**src/rtl/instruction_decode_pkg.sv**
```systemverilog
// Shared pipeline definitions: widths, opcodes and ALU control encodings used by decode and EX.
package pipeline_pkg;

  localparam int DATA_W     = 20;
  localparam int REG_ADDR_W = 3;
  localparam int INSTR_W    = 20;

  typedef enum logic [3:0] {
    OP_ADD = 4'b0000,
    OP_OR  = 4'b0001,
    OP_AND = 4'b0010,
    OP_NOT = 4'b0011
  } opcode_e;

  typedef enum logic [1:0] {
    ALU_ADD = 2'b00,
    ALU_OR  = 2'b01,
    ALU_AND = 2'b10,
    ALU_NOT = 2'b11
  } alu_ctrl_e;

  typedef struct packed {
    logic [3:0]            opcode;
    logic [REG_ADDR_W-1:0] rd;
    logic [REG_ADDR_W-1:0] rs;
    logic [REG_ADDR_W-1:0] rt;
    logic [6:0]            unused_lo;
  } instr_t;

  function automatic alu_ctrl_e op_to_alu(input logic [3:0] op);
    case (op)
      OP_OR:   return ALU_OR;
      OP_AND:  return ALU_AND;
      OP_NOT:  return ALU_NOT;
      default: return ALU_ADD;
    endcase
  endfunction

endpackage

```
**src/rtl/instruction_decode_if.sv**
```systemverilog
// Fetch, writeback and EX-side signals of the decode stage; master = pipeline side, slave = decode.
interface instruction_decode_if #(parameter int DATA_W = pipeline_pkg::DATA_W);
  import pipeline_pkg::*;

  logic                  inValid;
  logic [INSTR_W-1:0]    inInstr;
  logic                  inReady;
  logic                  flush;
  logic                  wbEnable;
  logic [REG_ADDR_W-1:0] wbAddr;
  logic [DATA_W-1:0]     wbData;
  logic                  exValid;
  logic [1:0]            exControl;
  logic [DATA_W-1:0]     exOpA;
  logic [DATA_W-1:0]     exOpB;
  logic [REG_ADDR_W-1:0] exRd;
  logic                  exRegWrite;

  modport master (
    output inValid, inInstr, flush, wbEnable, wbAddr, wbData,
    input  inReady, exValid, exControl, exOpA, exOpB, exRd, exRegWrite
  );

  modport slave (
    input  inValid, inInstr, flush, wbEnable, wbAddr, wbData,
    output inReady, exValid, exControl, exOpA, exOpB, exRd, exRegWrite
  );

endinterface

```
**src/rtl/instruction_decode_register_file.sv**
```systemverilog
// Two-read/one-write register file, r0 hardwired to zero.
// Define ID_WB_BYPASS_EN to forward same-cycle writeback data to the read ports.
module register_file #(
  parameter int DATA_W   = pipeline_pkg::DATA_W,
  parameter int NUM_REGS = 8
) (
  input  logic                                clock,
  input  logic                                reset,
  input  logic                                we,
  input  logic [pipeline_pkg::REG_ADDR_W-1:0] waddr,
  input  logic [DATA_W-1:0]                   wdata,
  input  logic [pipeline_pkg::REG_ADDR_W-1:0] raddr_a,
  output logic [DATA_W-1:0]                   rdata_a,
  input  logic [pipeline_pkg::REG_ADDR_W-1:0] raddr_b,
  output logic [DATA_W-1:0]                   rdata_b
);
  import pipeline_pkg::*;

  logic [DATA_W-1:0] regs [NUM_REGS];

  always_ff @(posedge clock) begin
    if (reset) begin
      for (int i = 0; i < NUM_REGS; i++) regs[i] <= '0;
    end else if (we && waddr != '0) begin
      regs[waddr] <= wdata;
    end
  end

  always_comb begin
    rdata_a = regs[raddr_a];
    rdata_b = regs[raddr_b];
`ifdef ID_WB_BYPASS_EN
    if (we && waddr == raddr_a) rdata_a = wdata;
    if (we && waddr == raddr_b) rdata_b = wdata;
`endif
    // r0 wins over the bypass so a write to r0 never leaks through
    if (raddr_a == '0) rdata_a = '0;
    if (raddr_b == '0) rdata_b = '0;
  end

endmodule

```
**src/rtl/instruction_decode.sv**
```systemverilog
// Decode stage: scoreboard hazard check, operand read and the EX pipeline register.
// Define ID_WB_BYPASS_EN to let a same-cycle writeback clear a hazard and supply the operand.
module instruction_decode #(
  parameter int DATA_W   = pipeline_pkg::DATA_W,
  parameter int NUM_REGS = 8
) (
  input  logic                 clock,
  input  logic                 reset,
  instruction_decode_if.slave  id
);
  import pipeline_pkg::*;

  instr_t              instr;
  alu_ctrl_e           ctrl_p0;
  logic                is_alu_p0;
  logic                hazard;
  logic                issue;
  logic [NUM_REGS-1:0] pending;
  logic [NUM_REGS-1:0] pend_eff;
  logic [DATA_W-1:0]   rdata_a;
  logic [DATA_W-1:0]   rdata_b;
  logic                unused_bits;

  logic                  vld_p1;
  logic [1:0]            ctrl_p1;
  logic [DATA_W-1:0]     opa_p1;
  logic [DATA_W-1:0]     opb_p1;
  logic [REG_ADDR_W-1:0] rd_p1;
  logic                  rw_p1;

  assign instr       = id.inInstr;
  assign unused_bits = ^instr.unused_lo;

  register_file #(
    .DATA_W   (DATA_W),
    .NUM_REGS (NUM_REGS)
  ) u_register_file (
    .clock   (clock),
    .reset   (reset),
    .we      (id.wbEnable),
    .waddr   (id.wbAddr),
    .wdata   (id.wbData),
    .raddr_a (instr.rs),
    .rdata_a (rdata_a),
    .raddr_b (instr.rt),
    .rdata_b (rdata_b)
  );

  // ---- p0: decode and hazard check ----
  always_comb begin
    pend_eff = pending;
`ifdef ID_WB_BYPASS_EN
    if (id.wbEnable) pend_eff[id.wbAddr] = 1'b0;
`endif
  end

  assign is_alu_p0 = (instr.opcode[3:2] == 2'b00);
  assign ctrl_p0   = is_alu_p0 ? op_to_alu(instr.opcode) : ALU_ADD;
  assign hazard    = id.inValid &&
                     (pend_eff[instr.rs] ||
                      (instr.opcode != OP_NOT && pend_eff[instr.rt]) ||
                      pend_eff[instr.rd]);
  assign id.inReady = !hazard;
  assign issue      = id.inValid && !hazard && !id.flush;

  // Issue is checked first so a same-cycle set and clear leaves the bit set
  always_ff @(posedge clock) begin
    if (reset) begin
      pending <= '0;
    end else begin
      for (int i = 1; i < NUM_REGS; i++) begin
        if (issue && is_alu_p0 && int'(instr.rd) == i)
          pending[i] <= 1'b1;
        else if (id.wbEnable && int'(id.wbAddr) == i)
          pending[i] <= 1'b0;
      end
      pending[0] <= 1'b0;
    end
  end

  // ---- p1: EX register ----
  always_ff @(posedge clock) begin
    if (reset || !issue) begin
      vld_p1  <= 1'b0;
      ctrl_p1 <= ALU_ADD;
      opa_p1  <= '0;
      opb_p1  <= '0;
      rd_p1   <= '0;
      rw_p1   <= 1'b0;
    end else begin
      vld_p1  <= 1'b1;
      ctrl_p1 <= ctrl_p0;
      opa_p1  <= rdata_a;
      opb_p1  <= rdata_b;
      rd_p1   <= instr.rd;
      rw_p1   <= is_alu_p0;
    end
  end

  assign id.exValid    = vld_p1;
  assign id.exControl  = ctrl_p1;
  assign id.exOpA      = opa_p1;
  assign id.exOpB      = opb_p1;
  assign id.exRd       = rd_p1;
  assign id.exRegWrite = rw_p1;

endmodule

```
**src/flat_wrapper.sv**
```systemverilog
// flat-port wrapper written by rule: the top's interface ports become plain ports
module instruction_decode_flat import pipeline_pkg::*;
#(
  parameter int DATA_W   = pipeline_pkg::DATA_W,
  parameter int NUM_REGS = 8
)
  (clock, reset, id_inValid, id_inInstr, id_flush, id_wbEnable, id_wbAddr, id_wbData, id_inReady, id_exValid, id_exControl, id_exOpA, id_exOpB, id_exRd, id_exRegWrite);
  instruction_decode_if #(.DATA_W(DATA_W)) id_i ();
  input  logic clock;
  input  logic reset;
  input wire logic [$bits(id_i.inValid)-1:0] id_inValid;
  input wire logic [$bits(id_i.inInstr)-1:0] id_inInstr;
  input wire logic [$bits(id_i.flush)-1:0] id_flush;
  input wire logic [$bits(id_i.wbEnable)-1:0] id_wbEnable;
  input wire logic [$bits(id_i.wbAddr)-1:0] id_wbAddr;
  input wire logic [$bits(id_i.wbData)-1:0] id_wbData;
  output wire logic [$bits(id_i.inReady)-1:0] id_inReady;
  output wire logic [$bits(id_i.exValid)-1:0] id_exValid;
  output wire logic [$bits(id_i.exControl)-1:0] id_exControl;
  output wire logic [$bits(id_i.exOpA)-1:0] id_exOpA;
  output wire logic [$bits(id_i.exOpB)-1:0] id_exOpB;
  output wire logic [$bits(id_i.exRd)-1:0] id_exRd;
  output wire logic [$bits(id_i.exRegWrite)-1:0] id_exRegWrite;
  assign id_i.inValid = id_inValid;
  assign id_i.inInstr = id_inInstr;
  assign id_i.flush = id_flush;
  assign id_i.wbEnable = id_wbEnable;
  assign id_i.wbAddr = id_wbAddr;
  assign id_i.wbData = id_wbData;
  assign id_inReady = id_i.inReady;
  assign id_exValid = id_i.exValid;
  assign id_exControl = id_i.exControl;
  assign id_exOpA = id_i.exOpA;
  assign id_exOpB = id_i.exOpB;
  assign id_exRd = id_i.exRd;
  assign id_exRegWrite = id_i.exRegWrite;
  instruction_decode #(.DATA_W(DATA_W), .NUM_REGS(NUM_REGS)) u_core (.clock(clock), .reset(reset), .id(id_i));
endmodule
```
**config.mk**
```make
export PLATFORM = sky130hd
export DESIGN_NAME = instruction_decode_flat
export DESIGN_NICKNAME = d
export VERILOG_FILES = /design/src/rtl/instruction_decode_pkg.sv /design/src/rtl/instruction_decode_if.sv /design/src/rtl/instruction_decode_register_file.sv /design/src/rtl/instruction_decode.sv /design/src/flat_wrapper.sv
export SDC_FILE = /design/constraint.sdc
export NUM_CORES = 1
export LEC_CHECK = 0
export BUFFER_PORTS_ARGS = -buffer_cell sky130_fd_sc_hd__buf_4
export CORE_UTILIZATION = 53
export CTS_CLUSTER_SIZE = 12
export DETAILED_ROUTE_END_ITERATION = 10
export PLACE_DENSITY = 0.83
export SYNTH_ARGS = -nofsm -noshare
export SYNTH_HDL_FRONTEND = slang
export SYNTH_SLANG_ARGS = --single-unit
```
**constraint.sdc**
```tcl
create_clock -name clock -period 2.8 [get_ports clock]
set_clock_uncertainty 0.15 [all_clocks]
set_input_delay 0.84 -clock clock [delete_from_list [all_inputs] [get_ports clock]]
set_output_delay 0.84 -clock clock [all_outputs]
set_load 0.01 [all_outputs]
```
==> reports/qor.txt, run 1 <==
Die Area - 0.01776 sq mm
Post-layout util - 64.57%
Area delta synth->final - 18.10%
Hold depth - 2
CP endpoint kind - output port
Pre-antenna DRT Iters - 5
Mean cell area of the mapped netlist - 12.70 sq um
Met1 usage - 32.10%
MaxCap Viol Count - 0
Comb pwr share - 10.8%
Longest Clk Path Bufs - 2
CTS root buf - clkbuf_16
Dpl hpwl - 13310 um
Antenna violations before repair - 0
Die H - 133.3 um
Clock Sinks - 194
Internal Power - 0.004872 W
Sw power - 0.001448 W
Critical path class - primary input to output port
Post-CTS setup buffers - 0
Setup violators final - 1
H-tree levels - 4
Clock Latency Late Sink - 0.44 ns
Sw Ratio - 22.91%
CTS tree - built
Tcrit/Tclk final - 110.7%
Mapped cell area - 0.009131 sq mm
Yosys Warn Count - 0
Failing checks - setup timing
# hold bufs at CTS - 0
Power per cell area - 586.0 mW/mm^2
Routed Antenna Nets - 0
Critical Path RT - 1.81 ns
Max_slew headroom - 40.35%
Cells after synthesis - 719
Crit start category - primary input
CTS Buf Count - 17
Initial drt markers - 720
Grt met3 use - 5.784%
DRC - 0
Seq cells post-synth - 194
Placed insts - 1010
Vias in the first global route - 6579
Crit path max fanout - 5
Design Power - 0.006320 W
Routed WL - 22680 um
Peak VDD IR - 0.4588 mV
Flop pwr share - 52.5%
Final worst setup slack - -0.2988 ns
Worst-Margin Slew - 0.8947 ns
Global route hottest layer - met2
First-pass GRT wire length - 34780 um
Fmax achieved - 322.7 MHz
Synth unique cells - 40
DR vias - 6333
Routed wire per std cell - 21.76 um
Ports - 96
Setup_tns - -0.2988 ns
Via density - 6.078
# diodes - 0
Most frequent cells in the layout - and2_1, edfxtp_1, buf_4
GPL Wtd Cong - 0.8777
Final min period - 3.099 ns
Initial Util - 54.67%
Sequential area share after synthesis - 57.88%
Fin. Hold Viols - 0
Clock power share - 36.7%
Final Non-Filler Cells - 1042
CORE AREA - 0.01670 sq mm
# port buffers - 88
Syn_nets - 767
Gr usage total - 26.43%
Gr ovfl total - 0
LEAKAGE - 4.094 nW
Nets - 857
WP data arrival - 2.11 ns
Slew Limit Fails - 0
Clock transition at the registers of the reported paths - 0.06 ns
Layout cells sized above 1 - 28.83%
Largest net degree at the start of global routing - 61
Fillers - 1223
Register-to-Register Path Depth - 6
Status - complete, but fails checks
Hold Path Class - register to register
RSZ-0062 raised after global routing - true
Hold Slack - 0.3676 ns
Width of the die - 133.3 um
# rows - 47
Grt met2 use - 44.53%
[cell type report]
cell class                 count  area, sq um  share of cell area, %
clock buffer                  27        504.2                  4.676
clock inverter                 5        52.55                 0.4873
inverter                      11        41.29                 0.3829
multi-input combinational    455         3630                  33.66
sequential                   194         5285                  49.01
tap                          220        275.3                  2.552
timing repair buffer         130        996.0                  9.235
[repair_timing]
item                                    in CTS  in global routing
resized for setup                            5                  3
endpoints found under the setup margin       1                  5
pin swaps                                    2                  0
[critical path, cell delays in order]
cell and delay [ns]:
buf_8 0.09, mux4_2 0.49, nor2b_2 0.13, a311oi_2 0.06, o41ai_2 0.31, buf_4 0.17
[cells by family (layout without fill, tap and decap cells)]
family | Yosys count | count (layout) | synth area share [%]
and+or+nand+nor | 246 | 246 | 14.80
DFF | 194 | 194 | 57.88
muxes | 88 | 88 | 15.59
AOI/OAI and AO/OA | 121 | 121 | 8.605
buffers and inverters | 70 | 173 | 3.124
[final timing paths]
| path | startpoint | endpoint | slack [ns] |
|---|---|---|---|
| setup / recovery | id_inInstr[7] | id_inReady | -0.30 |
| hold / removal | u_core.pend_eff[3] | u_core.pend_eff[3] | 0.37 |
| setup reg to reg | u_core.pend_eff[3] | u_core.id.exControl[0] | 0.25 |
| hold reg to reg | u_core.pend_eff[3] | u_core.pend_eff[3] | 0.37 |
[metal layers]
| metal | vias to the layer above | part of all wire [%] |
|---|---|---|
| li1 | 2824 | - |
| met1 | 3114 | 38 |
| met3 | 59 | 8.0 |
| met2 | 336 | 51 |
| met4 | 0 | 2.8 |
| met5 | - | 0 |
[synthesized netlist by cell type]
master	number	area [sq um]
mux2_2	24	270.3
a21oi_1	64	320.3
a32oi_1	1	8.760
nor2_1	71	266.5
or4_1	1	7.510
nand3_1	4	20.02
and2_1	140	875.8
nor3_1	2	10.01
mux4_2	41	923.4
o31ai_1	2	15.01
nor2b_1	7	43.79
or4b_1	1	10.01
a211oi_1	21	157.7
a32o_1	1	10.01
buf_6	2	22.52
clkbuf_1	44	165.2
o41ai_1	1	8.760
or2_2	1	6.260
dfxtp_1	54	1081
nand2_1	9	33.78
o21bai_1	1	7.510
nor3b_1	2	15.01
nand2b_1	2	12.51
a221oi_1	1	8.760
buf_1	7	26.28
buf_2	6	30.03
mux2i_1	23	230.2
a31oi_1	4	25.02
or3b_2	1	8.760
nand3b_1	1	7.510
inv_1	11	41.29
edfxtp_1	140	4204
nor4b_1	2	17.52
a311oi_1	1	8.760
a22oi_1	19	142.6
o21ai_1	1	5.000
o31ai_2	2	25.02
nor4bb_1	1	10.01
nand4_1	1	6.260
o31ai_4	2	42.54
[state kept, by name (all words and copies together) (netlist names)]
signal and count:
u_core.id.exControl 2, u_core.id.exOpA 20, u_core.id.exOpB 20, u_core.id.exRd 3, u_core.id.exRegWrite 1, u_core.id.exValid 1, u_core.pend_eff 7, u_core.u_register_file.regs 140
[power groups by stage]
| stage | sequential [W] | combinational [W] | clock, W |
|---|---|---|---|
| after CTS | 0.00331 | 0.000677 | 0.00234 |
| after detailed placement | 0.00337 | 0.000668 | 0 |
| final | 0.00332 | 0.000684 | 0.00232 |
| after floorplan | 0.00335 | 0.000423 | 0 |
| after global placement | 0.00335 | 0.000652 | 0 |
| after global routing | 0.00333 | 0.000731 | 0.00244 |
[stage by stage]
stage | setup slack, ns | instance area [sq um]
final | -0.2988 | 10780
after global routing | -0.3325 | 10780
after floorplan | -0.2337 | 9216
after CTS | -0.3061 | 10770
after detailed placement | -0.3942 | 10190
after global placement | -0.3832 | 10190
Power figures use the tool's default switching activity.
==> inputs of run 2 (changes only) <==
- PLACE_DENSITY: 0.83 -> 0.76
==> run 2 against run 1 <==
  * The flow still finishes with violations (setup timing)
  * Clock power increased by 8%
  * Fmax increased by 0.77%
  * Setup slack improved by 0.024 ns
  * Flip-flop and latch count unchanged
  * Sequential share of layout area decreased by 0.43 points
  * Non-clock buffer count increased by 5
  * Via count decreased by 1.1%
==> reports/qor.txt, run 2 (synthesized netlist as in run 1, its figures left out) <==
Status - complete, but fails checks
Failing checks - setup timing
Worst-Margin Slew - 0.6690 ns
H-tree levels - 4
Most frequent cells in the layout - and2_1, edfxtp_1, buf_4
CTS Buf Count - 17
CTS root buf - clkbuf_16
Fmax achieved - 325.2 MHz
Tcrit/Tclk final - 109.8%
Final worst setup slack - -0.2751 ns
Max_slew headroom - 55.40%
Hold Slack - 0.3742 ns
GPL Wtd Cong - 0.8773
Crit path cell chain - buf_12 -> mux2_4 -> a32oi_1 -> nand3_2 -> o41ai_2 -> buf_4
Biggest register - u_core.u_register_file.regs
Layout cells sized above 1 - 30.02%
Largest net degree at the start of global routing - 55
Via density - 5.988
Slew Limit Fails - 0
Longest Clk Path Bufs - 2
Fillers - 1273
Critical Path RT - 1.81 ns
Antenna violations before repair - 0
Area delta synth->final - 19.14%
Initial drt markers - 497
Die Area - 0.01776 sq mm
Gr ovfl total - 0
Power per cell area - 597.0 mW/mm^2
Routed WL - 22470 um
Routed Antenna Nets - 0
Max reg flops - 140
CP endpoint kind - output port
Placed inst area - 0.01021 sq mm
CTS tree - built
Peak VDD IR - 0.4414 mV
MaxCap Viol Count - 0
Crit path max fanout - 4
Final min period - 3.075 ns
Clock transition at the registers of the reported paths - 0.06 ns
# rows - 47
DR vias - 6263
Initial Util - 54.67%
Critical path class - primary input to output port
WP data arrival - 2.09 ns
Hold Path Class - register to register
Fin. Hold Viols - 0
Gr usage total - 26.36%
Area occupied by multi-input gates - 0.003633 sq mm
RSZ-0062 raised after global routing - true
Ports - 96
Dpl hpwl - 13710 um
Slowest-stage cell, CP - o41ai_2
Clock Latency Late Sink - 0.43 ns
CORE AREA - 0.01670 sq mm
First-pass GRT wire length - 34890 um
Routed wire per std cell - 21.49 um
Crit start category - primary input
# diodes - 0
Setup violators final - 3
Clock Sinks - 194
DRC - 0
Slowest stage delay, CP - 0.36 ns
Post-layout util - 65.14%
# port buffers - 88
Cell area after layout - 0.01088 sq mm
Register area - 0.005285 sq mm
Nets - 862
Die H - 133.3 um
Dpl ws - -0.4280 ns
Vias in the first global route - 6679
LEAKAGE - 4.144 nW
Pre-antenna DRT Iters - 5
Width of the die - 133.3 um
==> run 2: cell types whose count changed in the layout (fill, tap and decap cells not counted), moves of 2 or more <==
| cell | change |
|---|---|
| clkinv_4 | +3 |
| buf_4 | +4 |
| nand3_2 | +2 |
| nand3_1 | -2 |
| clkbuf_1 | -5 |
| mux2_4 | +2 |
| bufinv_16 | +2 |
| mux2_2 | -2 |
==> run 2: worst max-delay path, delay by kind of cell <==
kind	cells	cell delay, ns
compound gates	2	0.56
mux	1	0.29
buf+inv	2	0.28
simple gates	1	0.11
==> run 2: worst paths after layout <==
| check | startpoint | end | slack, ns | cells after the start |
|---|---|---|---|---|
| max reg2reg | u_core.pend_eff[3] | u_core.id.exControl[0] | 0.31 | 6 |
| min | u_core.pend_eff[6] | u_core.pend_eff[6] | 0.37 | 2 |
| max | id_inInstr[10] | id_inReady | -0.28 | 6 |
| min reg2reg | u_core.pend_eff[6] | u_core.pend_eff[6] | 0.37 | 2 |
==> run 2: through the flow <==
stage | power, W | instances | setup TNS [ns]
floorplan | 0.003774 | 719 | -0.6584
global placement | 0.004004 | 1013 | -12.38
detailed placement | 0.004044 | 1013 | -13.96
CTS | 0.006503 | 1046 | -0.2820
global route | 0.006687 | 1046 | -0.5954
finish | 0.006495 | 1046 | -0.2820
==> run 2: final cells by class <==
class                   count  share of cell area [%]
clock inverters            11                   1.426
multi-input cells         455                   33.40
repair buffers            135                   9.580
flip-flops and latches    194                   48.58
inverters                  11                  0.3795
well taps                 220                   2.530
clock buffers              20                   4.106
==> run 2: repair_timing <==
item / in CTS / in global routing
buffers inserted: 2 / 0
endpoints found under the hold margin: 0 / 0
setup endpoints to repair: 1 / 10
gates resized for setup: 10 / 2
hold buffers: 0 / 0
pin swaps: 4 / 0
==> run 2: power breakdown <==
part | leakage, nW | internal (W) | switching (W) | total (W)
Combinational | 2.06 | 0.000320 | 0.000367 | 0.000687
Sequential | 1.79 | 0.00323 | 0.0000776 | 0.00331
Clock | 0.296 | 0.00144 | 0.00106 | 0.00250
==> run 2: layer usage <==
layer | wire [um] | GRT usage (%) | vias to the layer above
met5 | 0 | 0 | -
met4 | 747 | 13.51 | 0
met3 | 1525 | 4.262 | 67
met2 | 11320 | 45.02 | 285
met1 | 8878 | 32.44 | 3093
li1 | - | - | 2818
==> inputs of run 3 (changes only) <==
- CORE_ASPECT_RATIO: default -> 1.4
- SETUP_SLACK_MARGIN: default -> 0.2
==> run 3 against run 2 <==
  * The run still ends with setup timing left
  * Final area up 0.41%
  * Clock-buffer cell count up 5
  * Sequential power about the same
  * Critical path depth unchanged
  * Routed wire length down 0.37%
  * Largest power group unchanged
==> reports/qor.txt, run 3 (synthesized netlist as in run 1, its figures left out) <==
Clock Sinks - 194
Fillers - 1277
GPL Wtd Cong - 0.8374
Clock power share - 37.2%
# diodes - 0
Area occupied by multi-input gates - 0.003657 sq mm
Most frequent cells in the layout - and2_1, edfxtp_1, buf_4
Die Area - 0.01777 sq mm
Die H - 157.3 um
RSZ-0062 raised after global routing - true
Area delta synth->final - 19.64%
Hold Path Class - register to register
Max_slew headroom - 58.08%
Placed inst area - 0.01027 sq mm
DR vias - 6310
Fmax achieved - 315.8 MHz
Tcrit/Tclk final - 113.1%
Pre-antenna DRT Iters - 6
Via density - 6.091
Setup violators final - 1
Layout cells sized above 1 - 30.85%
Flop pwr share - 51.9%
Vias in the first global route - 6488
Status - complete, but fails checks
DRC - 0
Power per cell area - 583.9 mW/mm^2
Failing checks - setup timing
Sw power - 0.001467 W
Final worst setup slack - -0.3664 ns
Comb pwr share - 10.9%
WP data arrival - 2.18 ns
Dpl ws - -0.3811 ns
Setup_tns - -0.3664 ns
Antenna violations before repair - 0
Largest net degree at the start of global routing - 43
Register area - 0.005285 sq mm
Crit start category - primary input
Crit path cell chain - buf_12 -> mux4_2 -> nor2b_4 -> a311oi_2 -> o41ai_2 -> buf_4
Critical Path RT - 1.81 ns
CTS root buf - clkbuf_16
Internal Power - 0.004912 W
CP endpoint kind - output port
Gr ovfl total - 0
Worst-Margin Slew - 0.6288 ns
Gr usage total - 26.13%
# rows - 56
Nets - 868
H-tree levels - 4
Cell area after layout - 0.01092 sq mm
Peak VDD IR - 0.3991 mV
Biggest register - u_core.u_register_file.regs
Routed Antenna Nets - 0
# hold bufs at CTS - 0
Sw Ratio - 23.00%
Slowest-stage cell, CP - mux4_2
CORE AREA - 0.01682 sq mm
Width of the die - 112.9 um
Clock transition at the registers of the reported paths - 0.06 ns
Routed wire per std cell - 21.61 um
Fin. Hold Viols - 0
Max reg flops - 140
Post-CTS setup buffers - 0
CTS Buf Count - 17
Initial drt markers - 427
Clock Latency Late Sink - 0.43 ns
MaxCap Viol Count - 0
Initial Util - 54.30%
LEAKAGE - 4.191 nW
Routed WL - 22390 um
Slowest stage delay, CP - 0.53 ns
# port buffers - 88
Slew Limit Fails - 0
Dpl hpwl - 13790 um
First-pass GRT wire length - 34110 um
Ports - 96
Final min period - 3.166 ns
Critical path class - primary input to output port
CTS tree - built
Crit path max fanout - 5
Longest Clk Path Bufs - 2
## run 3: changes by cell type in the layout (fill, tap and decap cells not counted), sizes merged
| cell | change |
|---|---|
| buf | +6 |
| bufinv | -2 |
| clkinv | -2 |
| clkbuf | +5 |
## run 3: cell type report
cell class / instances / share of cell area, %
sequential: 194 / 48.38
clock buffer: 25 / 4.639
inverter: 11 / 0.3780
timing repair buffer: 141 / 10.15
tap: 203 / 2.325
clock inverter: 7 / 0.6528
multi-input combinational: 455 / 33.48
## run 3: per-stage QoR
step / cells / total power (W) / hold slack (ns) / utilization [%]
6_report: 1036 / 0.006379 / 0.3941 / 64.96
5_1_grt: 1036 / 0.006573 / 0.4119 / 64.96
4_1_cts: 1036 / 0.006386 / 0.3711 / 64.67
3_5_place_dp: 1004 / 0.004046 / 0.3615 / 61.09
3_3_place_gp: 1004 / 0.004015 / 0.3347 / 61.09
2_1_floorplan: 719 / 0.003773 / 0.3034 / -
## run 3: worst paths after layout
kind	startpoint	endpoint	slack, ns	cells after the start
max	id_inInstr[7]	id_inReady	-0.37	6
min	u_core.pend_eff[2]	u_core.pend_eff[2]	0.39	2
max reg2reg	u_core.pend_eff[3]	u_core.id.exOpA[17]	0.27	7
min reg2reg	u_core.pend_eff[2]	u_core.pend_eff[2]	0.39	2
## run 3: per-layer routing
layer	track usage [%]	wire (um)	vias to the layer above
met2	48.44	12120	312
li1	-	-	2834
met3	5.583	1809	53
met5	0	0	-
met1	29.04	7907	3111
met4	10.65	552	0
## run 3: timing repair
item / in CTS / in global routing
gates resized for setup: 4 / 12
endpoints found under the setup margin: 42 / 55
pin swaps: 2 / 2
## run 3: worst max-delay path: cells and delay by family
kind | cells | cell delay, ns
mux | 1 | 0.53
compound gates | 2 | 0.40
buf+inv | 2 | 0.26
simple gates | 1 | 0.14
## run 3: power by group through the flow
stage / logic, W / clock network [W] / registers (W)
after floorplan: 0.000423 / 0 / 0.00335
after global placement: 0.000666 / 0 / 0.00335
after detailed placement: 0.000678 / 0 / 0.00337
after CTS: 0.000687 / 0.00239 / 0.00331
after global routing: 0.000742 / 0.00251 / 0.00332
final: 0.000694 / 0.00237 / 0.00331
